$ cat src/rtl/led_write_arb_if.sv
// Bundles the requester side and the display write side of led_write_arb.
// The arbiter connects through the slave modport; the driver of requests uses master.
interface led_write_arb_if;
    logic [7:0]  req_en;
    logic [15:0] req_dat [7:0];
    logic [3:0]  req_pos [7:0];
    logic [7:0]  clr_drop;
    logic        wr_en;
    logic [15:0] wr_dat;
    logic [3:0]  wr_pos;
    logic [7:0]  req_ack;
    logic [7:0]  req_drop;

    modport slave (
        input  req_en,
        input  req_dat,
        input  req_pos,
        input  clr_drop,
        output wr_en,
        output wr_dat,
        output wr_pos,
        output req_ack,
        output req_drop
    );

    modport master (
        output req_en,
        output req_dat,
        output req_pos,
        output clr_drop,
        input  wr_en,
        input  wr_dat,
        input  wr_pos,
        input  req_ack,
        input  req_drop
    );
endinterface

$ cat src/rtl/led_write_arb.sv
// Eight-requester round-robin arbiter feeding single-cycle writes to a display segment store,
// with one pending slot per requester, an optional idle gap between writes and sticky drop flags.
module led_write_arb #(
    parameter int unsigned GAP = 0
) (
    input logic            clk,
    input logic            reset,
    led_write_arb_if.slave bus
);

    logic [15:0] dat_q [7:0];
    logic [3:0]  pos_q [7:0];
    logic [7:0]  valid_q, valid_d;
    logic [2:0]  rr_q, rr_d;
    logic [3:0]  gap_q, gap_d;
    logic        wr_en_q, wr_en_d;
    logic [15:0] wr_dat_q, wr_dat_d;
    logic [3:0]  wr_pos_q, wr_pos_d;
    logic [7:0]  ack_q, ack_d;
    logic [7:0]  drop_q, drop_d;

    logic        gnt_vld;
    logic [2:0]  gnt_idx;
    logic [2:0]  cand;
    logic [7:0]  gnt_oh;
    logic [7:0]  drop_ev;

    // Scan from the highest offset down so the nearest valid slot after rr_q wins.
    always_comb begin
        gnt_vld = 1'b0;
        gnt_idx = rr_q;
        cand    = 3'd0;
        if (gap_q == 4'd0) begin
            for (int k = 7; k >= 0; k--) begin
                cand = rr_q + 3'(k);
                if (valid_q[cand]) begin
                    gnt_vld = 1'b1;
                    gnt_idx = cand;
                end
            end
        end
    end

    always_comb begin
        gnt_oh = 8'h00;
        if (gnt_vld) begin
            gnt_oh = 8'h01 << gnt_idx;
        end
    end

    // A slot granted this cycle may be reloaded without counting as a drop.
    assign drop_ev = bus.req_en & valid_q & ~gnt_oh;

    always_comb begin
        valid_d  = (valid_q & ~gnt_oh) | bus.req_en;
        drop_d   = (drop_q & ~bus.clr_drop) | drop_ev;
        wr_en_d  = gnt_vld;
        ack_d    = gnt_oh;
        wr_dat_d = wr_dat_q;
        wr_pos_d = wr_pos_q;
        rr_d     = rr_q;
        gap_d    = gap_q;
        if (gnt_vld) begin
            wr_dat_d = dat_q[gnt_idx];
            wr_pos_d = pos_q[gnt_idx];
            rr_d     = gnt_idx + 3'd1;
            gap_d    = 4'(GAP);
        end else if (gap_q != 4'd0) begin
            gap_d = gap_q - 4'd1;
        end
    end

    always_ff @(posedge clk or posedge reset) begin
        if (reset) begin
            for (int i = 0; i < 8; i++) begin
                dat_q[i] <= 16'h0000;
                pos_q[i] <= 4'h0;
            end
        end else begin
            for (int i = 0; i < 8; i++) begin
                if (bus.req_en[i]) begin
                    dat_q[i] <= bus.req_dat[i];
                    pos_q[i] <= bus.req_pos[i];
                end
            end
        end
    end

    always_ff @(posedge clk or posedge reset) begin
        if (reset) begin
            valid_q  <= 8'h00;
            rr_q     <= 3'd0;
            gap_q    <= 4'd0;
            wr_en_q  <= 1'b0;
            wr_dat_q <= 16'h0000;
            wr_pos_q <= 4'h0;
            ack_q    <= 8'h00;
            drop_q   <= 8'h00;
        end else begin
            valid_q  <= valid_d;
            rr_q     <= rr_d;
            gap_q    <= gap_d;
            wr_en_q  <= wr_en_d;
            wr_dat_q <= wr_dat_d;
            wr_pos_q <= wr_pos_d;
            ack_q    <= ack_d;
            drop_q   <= drop_d;
        end
    end

    assign bus.wr_en    = wr_en_q;
    assign bus.wr_dat   = wr_dat_q;
    assign bus.wr_pos   = wr_pos_q;
    assign bus.req_ack  = ack_q;
    assign bus.req_drop = drop_q;

endmodule

$ cat src/flat_wrapper.sv
// flat-port wrapper written by rule: the top's interface ports become plain ports
module led_write_arb_flat 
#(
    parameter int unsigned GAP = 0
)
  (clk, reset, bus_req_en, bus_req_dat, bus_req_pos, bus_clr_drop, bus_wr_en, bus_wr_dat, bus_wr_pos, bus_req_ack, bus_req_drop);
  led_write_arb_if bus_i ();
  input logic clk;
  input logic reset;
  input wire logic [$bits(bus_i.req_en)-1:0] bus_req_en;
  input wire logic [$bits(bus_i.req_dat)-1:0] bus_req_dat;
  input wire logic [$bits(bus_i.req_pos)-1:0] bus_req_pos;
  input wire logic [$bits(bus_i.clr_drop)-1:0] bus_clr_drop;
  output wire logic [$bits(bus_i.wr_en)-1:0] bus_wr_en;
  output wire logic [$bits(bus_i.wr_dat)-1:0] bus_wr_dat;
  output wire logic [$bits(bus_i.wr_pos)-1:0] bus_wr_pos;
  output wire logic [$bits(bus_i.req_ack)-1:0] bus_req_ack;
  output wire logic [$bits(bus_i.req_drop)-1:0] bus_req_drop;
  assign bus_i.req_en = bus_req_en;
  assign bus_i.req_dat = {>>{bus_req_dat}};
  assign bus_i.req_pos = {>>{bus_req_pos}};
  assign bus_i.clr_drop = bus_clr_drop;
  assign bus_wr_en = bus_i.wr_en;
  assign bus_wr_dat = bus_i.wr_dat;
  assign bus_wr_pos = bus_i.wr_pos;
  assign bus_req_ack = bus_i.req_ack;
  assign bus_req_drop = bus_i.req_drop;
  led_write_arb #(.GAP(GAP)) u_core (.clk(clk), .reset(reset), .bus(bus_i));
endmodule
$ cat config.mk
export PLATFORM = sky130hd
export DESIGN_NAME = led_write_arb_flat
export DESIGN_NICKNAME = d
export VERILOG_FILES = /design/src/rtl/led_write_arb_if.sv /design/src/rtl/led_write_arb.sv /design/src/flat_wrapper.sv
export SDC_FILE = /design/constraint.sdc
export NUM_CORES = 1
export LEC_CHECK = 0
export ABC_AREA = 0
export CORE_MARGIN = 5
export CORE_UTILIZATION = 54
export CTS_BUF_LIST = sky130_fd_sc_hd__clkbuf_8
export DETAILED_ROUTE_END_ITERATION = 6
export GPL_ROUTABILITY_DRIVEN = 0
export GPL_TIMING_DRIVEN = 0
export PLACE_DENSITY = 0.8
export SETUP_SLACK_MARGIN = 0.15
export SLEW_MARGIN = 20
export SYNTH_ARGS = -nofsm -noshare
export SYNTH_HDL_FRONTEND = slang
export SYNTH_SLANG_ARGS = --single-unit
$ cat constraint.sdc
create_clock -name clk -period 8.5 [get_ports clk]
set_input_delay 0.85 -clock clk [delete_from_list [all_inputs] [get_ports clk]]
set_output_delay 0.85 -clock clk [all_outputs]
set_load 0.01 [all_outputs]
Yosys cells after proc, flatten, opt, wreduce, memory -nomap -nowiden
Index checks and enable logic that the tools add are counted.
Storage, ports and cells
  bits in latches: 0
  bits in read-only memories: 0
  memories kept: 0
  word-level logic and storage cells: 95
  register bits after elaboration: 212
  bits in writable memories: 0
  output and inout port bits: 37
Cells by class
  order comparisons: 9
  add/sub/neg operators: 9
  multiply operators: 0
  bitwise operators: 8
  shift operators: 1
  mux-type cells: 41
  div/mod/pow operators: 0
  reductions and logical operators: 3
  equality and inequality tests: 0
Operators by type and width (number)
  $bmux W16 S3: 1
  $lt A3 B4 Y1 const B: 9
  $and A8 B8 Y8: 4
  $mux W3: 9
  $bmux W1 S3: 8
  $mux W1: 17
  $mux W16: 1
  $not A8 Y8: 2
  $or A8 B8 Y8: 2
  $add A3 B3 Y3 const B: 4
  $bmux W4 S3: 1
  $mux W4: 3
  $mux W8: 1
  $shl A1 B3 Y8 const A: 1
  $add A3 B1 Y3 const B: 2
  $add A3 B2 Y3 const B: 2
  $logic_not A4 Y1: 1
  $reduce_bool A4 Y1: 1
  $sub A4 B1 Y4 const B: 1
  $reduce_bool A2 Y1: 1

Depth between registers and ports, before layout
Gate-level depths: netlist of the first run.
  depth in word-level cells: 17
  depth in mapped cells: 21

Worst setup path after synthesis of the first run
Ideal clock, no wire load.
  path kind: reg2reg
  start: reg u_core.rr_q[0]
  end: reg u_core.rr_q[2]
  stages on the path, launching flop included: 20
  arrival time: 3.984 ns
  data required time: 8.363 ns
  buffers on the path: 7
  setup slack: 4.379 ns
  clock period less this slack: 4.121 ns
  cell sequence: dfrtp_1 > buf_6 > buf_2 > inv_1 > clkbuf_1 > buf_1 > ha_1 > buf_2 > clkbuf_1 > nor3b_1 > mux2i_1 > and4_1 > a31oi_4 > mux2i_4 > nor2_8 > buf_2 > and2_1 > ha_1 > nand2_1 > o21ai_0
Between the ends
  cells in the longest elaborated chain, start to end: 13
  elaborated cells between the ends (all ways): 42
  classes of those cells: add/sub (8); mux (34)
Ends and longest elaborated chain
  start, declared: line led_write_arb.sv:14  | logic [2:0] rr_q, rr_d;
  start signal, assigned: line led_write_arb.sv:101  | rr_q <= rr_d;
  $add A3 B3 Y3: line led_write_arb.sv:35  | cand = rr_q + 3'(k);
  $bmux W1 S3: line led_write_arb.sv:36  | if (valid_q[cand]) begin
  $mux W1 (not written as such): line led_write_arb.sv:36
  $mux W3 (8 in series): line led_write_arb.sv:36
  $mux W3: line led_write_arb.sv:33  | if (gap_q == 4'd0) begin
  $add A3 B1 Y3: line led_write_arb.sv:66  | rr_d = gnt_idx + 3'd1;
Several ways; a longest one is shown, not always the timed one. The select of a mux whose other input is x is not followed.
A chain may end at the register's enable or synchronous reset.

Worst setup path in the final report of the first run
  start: reg u_core.rr_q[0]
  end: reg u_core.drop_q[7] (netlist: u_core.bus.req_drop[7])
Between the ends
  cells in the longest elaborated chain, start to end: 17
  elaborated cells between the ends (all ways): 46
  classes of those cells: add/sub (7); shift (1); mux (35); bitwise (3)
Ends and longest elaborated chain
  $add A3 B3 Y3: line led_write_arb.sv:35
  $bmux W1 S3: line led_write_arb.sv:36
  $mux W1 (not written as such): line led_write_arb.sv:36
  $mux W3 (8 in series): line led_write_arb.sv:36
  $mux W3: line led_write_arb.sv:33
  $shl A1 B3 Y8: line led_write_arb.sv:47  | gnt_oh = 8'h01 << gnt_idx;
  $mux W8 *: line led_write_arb.sv:46  | if (gnt_vld) begin
  $not A8 Y8 *: line led_write_arb.sv:52  | assign drop_ev = bus.req_en & valid_q & ~gnt_oh;
  $and A8 B8 Y8 *: line led_write_arb.sv:52
  $or A8 B8 Y8 *: line led_write_arb.sv:56  | drop_d = (drop_q & ~bus.clr_drop) | drop_ev;
  named net u_core.drop_d[7]: line led_write_arb.sv:20  | logic [7:0] drop_q, drop_d;
  end signal, assigned: line led_write_arb.sv:107  | drop_q <= drop_d;
  end, declared: line led_write_arb.sv:20
Mark *: on every way through the listed nets, which the timed path passes. The rest lies on a longest branch. The select of a mux whose other input is x is not followed.

==> summary by stage, run 1 <==
Worst setup path
Along the worst path, the maximum fanout reaches 10. The worst setup path is captured at a flop. STA classifies the critical path startpoint as a flop. The data arrival time of the critical path is 5.82 ns. The type of the worst setup path is reg2reg. The critical path data required time is 8.89 ns.

Power
Overall power consumption after layout is estimated at 5210 uW. The worst-case IR drop observed on VDD is 0.000221 V. The power density of the placed cells is 360 nW/um^2. The analysis attributes to cell leakage a power of 0.00594 uW.

Die
The vertical die dimension is 154 um. The total core area is 20300 um^2. The number of standard-cell rows in the floorplan is 52.

The overall die area is 23700 um^2. The I/O pin count is 215. For this configuration, the core starts out at a cell density of 55.1%. The die is 154 um wide.

Finish
The synthesis-to-finish area growth is 29.5%. The final-stage net count is 1331. Cells fill 71.4% of the core in the end. Cells with a size suffix above 1 make up 27.2% of the layout.

STA
Setup violations remaining at the end of the flow were counted as 0. Of the available clock period, the critical path in the final layout requires 63.8%. The highest clock frequency the design can meet is 184 MHz. The final critical-path required period is 5.43 ns. The worst setup slack after layout is 3.07 ns. The number of max-slew violations in the final report is 0. For the final database, setup skew stands at 0.0206 ns. Headroom to the max-slew limit came out at 46.5%. The number of hold violations in the final report came to 0. Setup repair after global routing left no endpoint under its margin. The summed negative setup slack over all endpoints is 0 ns. For the pin with the worst max-slew slack, the measured transition is 0.802 ns.

Final hold analysis gives a worst-case slack of 0.493 ns.

Synthesis
The cell type with the largest total area after synthesis is sky130_fd_sc_hd__dfrtp_1. For this run, the number of Yosys warnings is 0. For this run, asynchronously set or reset flops after synthesis account for 100%. The synthesized flop and latch total is 212. The synthesized netlist occupies a cell area of 11200 um^2. Yosys mapped a number of flops with a built-in enable equal to 0. Yosys attributes the largest share of cell area to sky130_fd_sc_hd__dfrtp_1 (47%), sky130_fd_sc_hd__mux2_2 (19%), sky130_fd_sc_hd__a221oi_1 (8.0%). The distinct cell type count of the synthesized netlist is 67. The most common cell in the synthesized netlist is sky130_fd_sc_hd__dfrtp_1.

The commonest register cell after synthesis is sky130_fd_sc_hd__dfrtp_1. The cell count after synthesis came out at 894. The number of nets produced by synthesis is 1076. The top cell type's share of synthesized area is 47.4%. The commonest cells after synthesis are sky130_fd_sc_hd__dfrtp_1 (212), sky130_fd_sc_hd__mux2_2 (185), sky130_fd_sc_hd__a221oi_1 (102). The average instance in the mapped netlist occupies 12.5 um^2.

The fraction of the yosys area taken by sequential cells is 47.4%.

Drt
The DRC marker count from the first detailed-route iteration is 565. The routed wire length per instance is 21.7 um. Summed over all layers, the routed wires come to 31400 um. The number of antenna-violating nets in the routed design is 0.

The average via count per standard cell is 6.13. The first-pass iteration count of the detailed router is 5. The total vias in the final route is 8881. After detailed routing, the number of remaining DRC violations is 0.

Clocking
The count of cells resized by post-cts repair is 0. The number of buffers added by the clock tree synthesis step is 37. The hold-fix buffer count after cts is 0. The sink count of the clock tree is 212. Buffers added to address setup during post-CTS repair amount to 0. TritonCTS built the clock tree.

The clock reaches the later pin of the worst-skew pair after 0.53 ns. The clock-pin transition on the worst setup and hold timing paths is 0.06 ns. The cell chosen for the clock root is sky130_fd_sc_hd__clkbuf_8. The clock tree synthesis step divided the H-tree into 2 levels. The clock passes through at most 3 buffers.

Global routing
The total congestion overflow after global routing is 0. The first global-routing pass estimated 49200 um of wire. The via count of the first global-routing pass came to 9208. The initial antenna violation count was 3. For this run, the total global-route usage over all layers was measured as 25.9%. The largest net degree at the start of global routing is 79.

Placement
During placement, the flow inserted port buffers numbering 214. The HPWL after detailed placement is 23300 um. Prior to clock tree synthesis, the placed netlist has a worst setup slack of 3.25 ns.

Min path
The path category of the worst min-delay check is reg2reg.

Flow run
Across the run, the number of max-cap violations was 0.

Run status
The flow ran to the end, and the final reports show no timing, DRC or antenna violations.
[stage by stage]
step / cells / area (um^2)
after floorplan: 894 / 11200
after global routing: 1448 / 14500
after global placement: 1378 / 13700
final: 1448 / 14500
after CTS: 1447 / 14500
after detailed placement: 1380 / 13700
[where the power goes]
group / total, uW / switching, uW / internal [uW]
clock network: 940 / 412 / 528
logic: 2920 / 1580 / 1350
registers: 1350 / 141 / 1210
total: 5210 / 2130 / 3080
[layer usage]
metal,global-route usage [%],vias to the layer above,part of all wire [%]
met3,7.11,72,8.4
met4,9.21,4,3.2
met1,32.4,4445,39
li1,-,3961,-
met2,43.4,399,49
met5,0,-,0.083
[worst paths after layout]
check	startpoint	end	slack (ns)	cells past startpoint
min in group asynchronous	reset	u_core.dat_q[121]	0.77	2
setup reg to reg	u_core.rr_q[0]	u_core.bus.req_drop[7]	3.07	21
max in group asynchronous	reset	u_core.dat_q[80]	6.98	3
setup / recovery	u_core.rr_q[0]	u_core.bus.req_drop[7]	3.07	21
hold / removal	u_core.bus.req_drop[2]	u_core.bus.req_drop[2]	0.49	1
hold reg to reg	u_core.bus.req_drop[2]	u_core.bus.req_drop[2]	0.49	1
[final cells by class]
class / instances / area [um^2]
Antenna cell: 1 / 2.50
Buffer: 71 / 338
Clock buffer: 47 / 647
Clock inverter: 20 / 109
Fill cell: 1453 / 5810
Inverter: 25 / 101
Multi-Input combinational cell: 586 / 5450
Sequential cell: 212 / 5310
Tap cell: 270 / 338
Timing Repair Buffer: 216 / 2200
[registers in the layout, summed over array words and instances, names as in the netlist]
name and count:
u_core.dat_q 128, u_core.pos_q 32, u_core.bus.wr_dat 16, u_core.bus.req_ack 8, u_core.bus.req_drop 8, u_core.valid_q 8, u_core.bus.wr_pos 4, u_core.gap_q 4
u_core.rr_q 3, u_core.bus.wr_en 1
[cell usage in the layout, fill, tap and decap left out, drive strengths merged, types with 9 or more instances in the layout]
cell / n
mux2i: 43
clkdlybuf4s50: 214
nand2: 43
buf: 39
o211ai: 21
nor2: 47
mux2: 201
o21ai: 9
a2bb2oi: 20
dfrtp: 212
clkbuf: 81
inv: 41
a221oi: 102
[worst max-delay path, stage by stage (launching register included)]
cell and delay, ns:
sky130_fd_sc_hd__dfrtp_1 0.47, sky130_fd_sc_hd__buf_6 0.19, sky130_fd_sc_hd__buf_2 0.20, sky130_fd_sc_hd__inv_1 0.13, sky130_fd_sc_hd__clkbuf_1 0.39, sky130_fd_sc_hd__buf_1 0.52
sky130_fd_sc_hd__ha_1 0.23, sky130_fd_sc_hd__buf_2 0.18, sky130_fd_sc_hd__clkbuf_1 0.41, sky130_fd_sc_hd__nor3b_1 0.26, sky130_fd_sc_hd__mux2i_1 0.09, sky130_fd_sc_hd__and4_1 0.31
sky130_fd_sc_hd__nor3b_1 0.24, sky130_fd_sc_hd__o21ai_0 0.12, sky130_fd_sc_hd__o2111a_2 0.23, sky130_fd_sc_hd__nor2_2 0.35, sky130_fd_sc_hd__buf_4 0.27, sky130_fd_sc_hd__and2_1 0.20
sky130_fd_sc_hd__ha_1 0.16, sky130_fd_sc_hd__nand2_1 0.12, sky130_fd_sc_hd__nand3_1 0.13, sky130_fd_sc_hd__o21ai_0 0.09
[cell families after synthesis]
kind of cell	after synthesis	synth area share, %
adder cells (fa/ha/maj)	4	0.447
multiplexers	252	25.9
AO/OA/AOI/OAI	197	16.3
flip-flops	212	47.4
AND/OR/NAND/NOR	129	5.68
buffers and inverters	96	3.86
XOR/XNOR	4	0.380
(Power assumes the default switching activity.)
==> run 2: changes to the inputs <==
==> constraint.sdc (replaced) <==
create_clock -name clk -period 5.2 [get_ports clk]
set_input_delay 0.52 -clock clk [delete_from_list [all_inputs] [get_ports clk]]
set_output_delay 0.52 -clock clk [all_outputs]
set_load 0.01 [all_outputs]
==> run 2 against run 1 <==
- die area unchanged
- final area is 0.65% higher
- sequential share of layout area fell by 0.24 points
- critical path type unchanged
- hold slack worse by 0.086 ns
- critical endpoint is now u_core.bus.wr_dat[1]
- first-iteration DRC count increased by 19%
- largest cell class unchanged
- clock skew fell by 0.0026 ns
- critical path depth is 5 lower
==> summary by stage, run 2 (synthesis gave the netlist of run 1 again) <==
Drt
The total vias in the final route is 8944 (+0.71%). The number of antenna-violating nets in the routed design is 0 (unchanged). The first-pass iteration count of the detailed router is 5 (unchanged). The routed wire length per instance is 21.9 um (+1.1%). The aggregate routed wire length is 31800 um (+1.1%). The final routed DRC violation total is 0 (unchanged).

The DRC marker count from the first detailed-route iteration was 675 (+19%). The average via count per standard cell is 6.18 (+0.71%).

Global routing
The global-route wire length before repair is 50300 um (+2.1%). The via count of the first global-routing pass is 9263 (+0.60%). The global-route usage over all layers is 26.3% (+0.38 points). The total congestion overflow after global routing is 0 (unchanged).

The initial antenna violation count was 2 (-1). The largest net degree at the start of global routing is 35 (-56%).

Flow run
The reported max-cap violation count is 0 (unchanged).

STA
The final critical-path required period came to 4.76 ns (-0.671 ns). The highest clock frequency the design can meet is 210 MHz (+14%). The number of hold violations in the final report came to 0 (unchanged).

The worst-case headroom to the max-slew limit is 49.4% (+2.9 points). The number of endpoints failing setup at the final stage is 0 (unchanged). The number of max-slew violations in the final report was 0 (unchanged).

The maximum clock skew at final layout came to 0.0180 ns (-0.00257 ns). The summed negative setup slack over all endpoints is 0 ns (unchanged). The worst-margin pin slew came to 0.759 ns (-0.0433 ns). Setup repair after global routing left no endpoint under its margin. The portion of the clock cycle consumed by the worst path in the final layout is 91.5% (+28 points).

Clocking
The latest clock arrival within the worst-skew pair is 0.53 ns (about the same). The cell chosen for the clock root is sky130_fd_sc_hd__clkbuf_8. TritonCTS built the clock tree. The maximum buffer depth of the clock tree is 3 (unchanged). The clock-pin transition on the worst setup and hold timing paths is 0.06 ns (about the same). The sink count of the clock tree is 212 (unchanged). The number of buffers added by the clock tree synthesis step is 37 (unchanged). The level count of the clock H-tree is 2 (unchanged).

Finish
The number of inserted filler cells in the final layout came to 1470 (+1.2%). The flip-flop count of the largest register, all copies and words added is 128 (unchanged). Compared with the post-synthesis result, the final layout area differs by 30.3%.

The number of antenna diodes is 0 (-1). The final non-filler cell area is 14600 um^2 (+0.65%). The non-filler instance count after layout was 1448 (unchanged).

The library cells used most frequently in the layout, excluding fill and tap cells, are sky130_fd_sc_hd__clkdlybuf4s50_1 (214), sky130_fd_sc_hd__dfrtp_1 (212), sky130_fd_sc_hd__mux2_2 (185). The final-stage net count is 1338 (+0.53%). The register with the highest flop count is u_core.dat_q. The most common cell after layout, fill and taps aside is sky130_fd_sc_hd__clkdlybuf4s50_1. The fraction of final layout cells sized beyond drive strength 1 was 28.2% (+1.0 points).

Worst setup path
The worst setup path startpoint is u_core.rr_q[0]. The maximum cell stage delay along the critical path came to 0.54 ns (+0.02 ns). The data arrival time of the critical path came to 5.19 ns (-0.63 ns). The most common cell type on the critical path is sky130_fd_sc_hd__buf_2. The cell depth of the worst setup path is 16 (-24%). The critical path data required time is 5.63 ns (-3.26 ns). The endpoint identified for the worst register-to-register timing path is u_core.bus.wr_dat[1].

The number of cells on the worst reg-to-reg path was 16 (-24%). The worst register-to-register path begins at u_core.rr_q[0]. The largest fanout on the critical path is 10 (unchanged). Walking the worst path, the cells encountered are buf_6 > buf_2 > inv_1 > clkbuf_2 > buf_2 > ha_1 > buf_2 > mux4_2 > mux2_2 > o21ai_1 > clkbuf_1 > a221oi_1 > nor2_1 > a221oi_1 > mux2_2 > o211ai_2. In this run the worst setup path terminates at u_core.bus.wr_dat[1]. The type of the worst setup path is reg2reg. The slowest stage of the critical path belongs to the cell sky130_fd_sc_hd__o21ai_1.

The startpoint class of the critical path is a flop. The setup slack of the most critical reg-to-reg path came to 0.44 ns (-2.63 ns). The number of buffer and inverter instances along the worst setup path is 7 (-1).

STA classifies the critical path endpoint as a flop. On the critical path the largest part of the delay comes from buffers and inverters.

Die
The horizontal die dimension came to 154 um (unchanged). The overall die area is 23700 um^2 (unchanged). The starting utilization of the core area came to 55.1% (unchanged). The number of standard-cell rows in the floorplan is 52 (unchanged).

The vertical die dimension was 154 um (unchanged). The I/O pin count was 215 (unchanged). The total core area is 20300 um^2 (unchanged).

Power
The relative contribution of combinational cells to total power came to 56.7% (+0.6 points). The relative contribution of the clock network to total power is 17.4% (-0.6 points). The leakage power of the design came to 0.00598 uW (+0.70%). The internal power of the cells is 5010 uW (+63%). The switching power came to 3490 uW (+64%). The power density of the placed cells is 583 nW/um^2 (+62%). The post-layout total power came to 8510 uW (+63%).

The maximum VDD drop was 0.000346 V (+57%). The net switching share of the total power came to 41.1% (+0.24 points). The sequential share of power is 25.9% (about the same).

Min path
The path category of the worst min-delay check is in2async.

Placement
The instance count after placement with tap cells included is 1385 (+0.36%). The placed wire-length estimate was 23700 um (+1.5%). The quantity of I/O buffers inserted on ports is 214 (unchanged). The total cell area at the placement stage was 13800 um^2 (+0.76%).

Run status
The run finished with clean final reports.
[run 2: power by group through the flow]
stage	sequential [uW]	combinational, uW	clock (uW)
CTS	2200	4760	1500
floorplan	2220	3300	0
global route	2240	5150	1580
detailed placement	2220	4730	0
global placement	2210	4620	0
finish	2200	4820	1480
[run 2: stage by stage]
step	hold WS [ns]	setup WS (ns)	utilization, %
final	0.407	0.444	71.8
after global routing	0.453	0.153	71.8
after CTS	0.399	0.173	71.6
after detailed placement	0.489	0.0270	68.1
after global placement	0.478	0.0779	67.3
after floorplan	0.473	1.08	-
[run 2: layer usage]
layer | wire [um] | global-route usage (%) | part of all wire, %
met5 | 21 | 0 | 0.066
met4 | 920 | 7.86 | 2.9
met3 | 2430 | 6.60 | 7.6
met2 | 15900 | 44.8 | 50
met1 | 12500 | 33.2 | 39
[run 2: layout make-up]
class | count | area, um^2 | share of cell area (%)
multi-input cells | 586 | 5470 | 37.5
inverters | 25 | 97.6 | 0.669
flip-flops and latches | 212 | 5310 | 36.4
plain buffers | 71 | 344 | 2.36
clock buffers | 47 | 647 | 4.44
clock inverters | 14 | 62.6 | 0.429
well taps | 270 | 338 | 2.32
repair buffers | 223 | 2320 | 15.9
[run 2: worst min path at each step]
stage / cells after the start / endpoint / slack [ns]
after detailed placement: 1 / u_core.bus.req_drop[2] / 0.49
after floorplan: 1 / u_core.dat_q[32] / 0.47
after global routing: 2 / u_core.dat_q[105] / 0.45
final: 2 / u_core.dat_q[122] / 0.41
after CTS: 2 / u_core.dat_q[122] / 0.40
after global placement: 2 / u_core.bus.wr_dat[13] / 0.48
[run 2: worst register-to-register path: cells and delay by family (launching register included)]
| kind | cells | cell delay [ns] |
|---|---|---|
| AND/OR/NAND/NOR | 1 | 0.15 |
| multiplexers | 3 | 1.10 |
| adder cells (fa/ha/maj) | 1 | 0.30 |
| AO/OA/AOI/OAI | 4 | 0.92 |
| buffers and inverters | 7 | 1.73 |
| flip-flops | 1 | 0.47 |
[run 2: timing repair]
action                     CTS  global route
setup endpoints to repair   24            34
buffers inserted             0             2
hold buffers                 0             0
gates resized for setup      1            10
gates cloned                 0             0
==> run 3: changes to the inputs <==
--- a/config.mk
+++ b/config.mk
@@ -12,6 +12,7 @@
 export DETAILED_ROUTE_END_ITERATION = 6
 export GPL_ROUTABILITY_DRIVEN = 0
 export GPL_TIMING_DRIVEN = 0
+export HOLD_SLACK_MARGIN = 0.03
 export PLACE_DENSITY = 0.8
 export SETUP_SLACK_MARGIN = 0.15
 export SLEW_MARGIN = 20
==> results of run 3 <==
The final DEF is identical to that of run 2; final timing and power are the same.
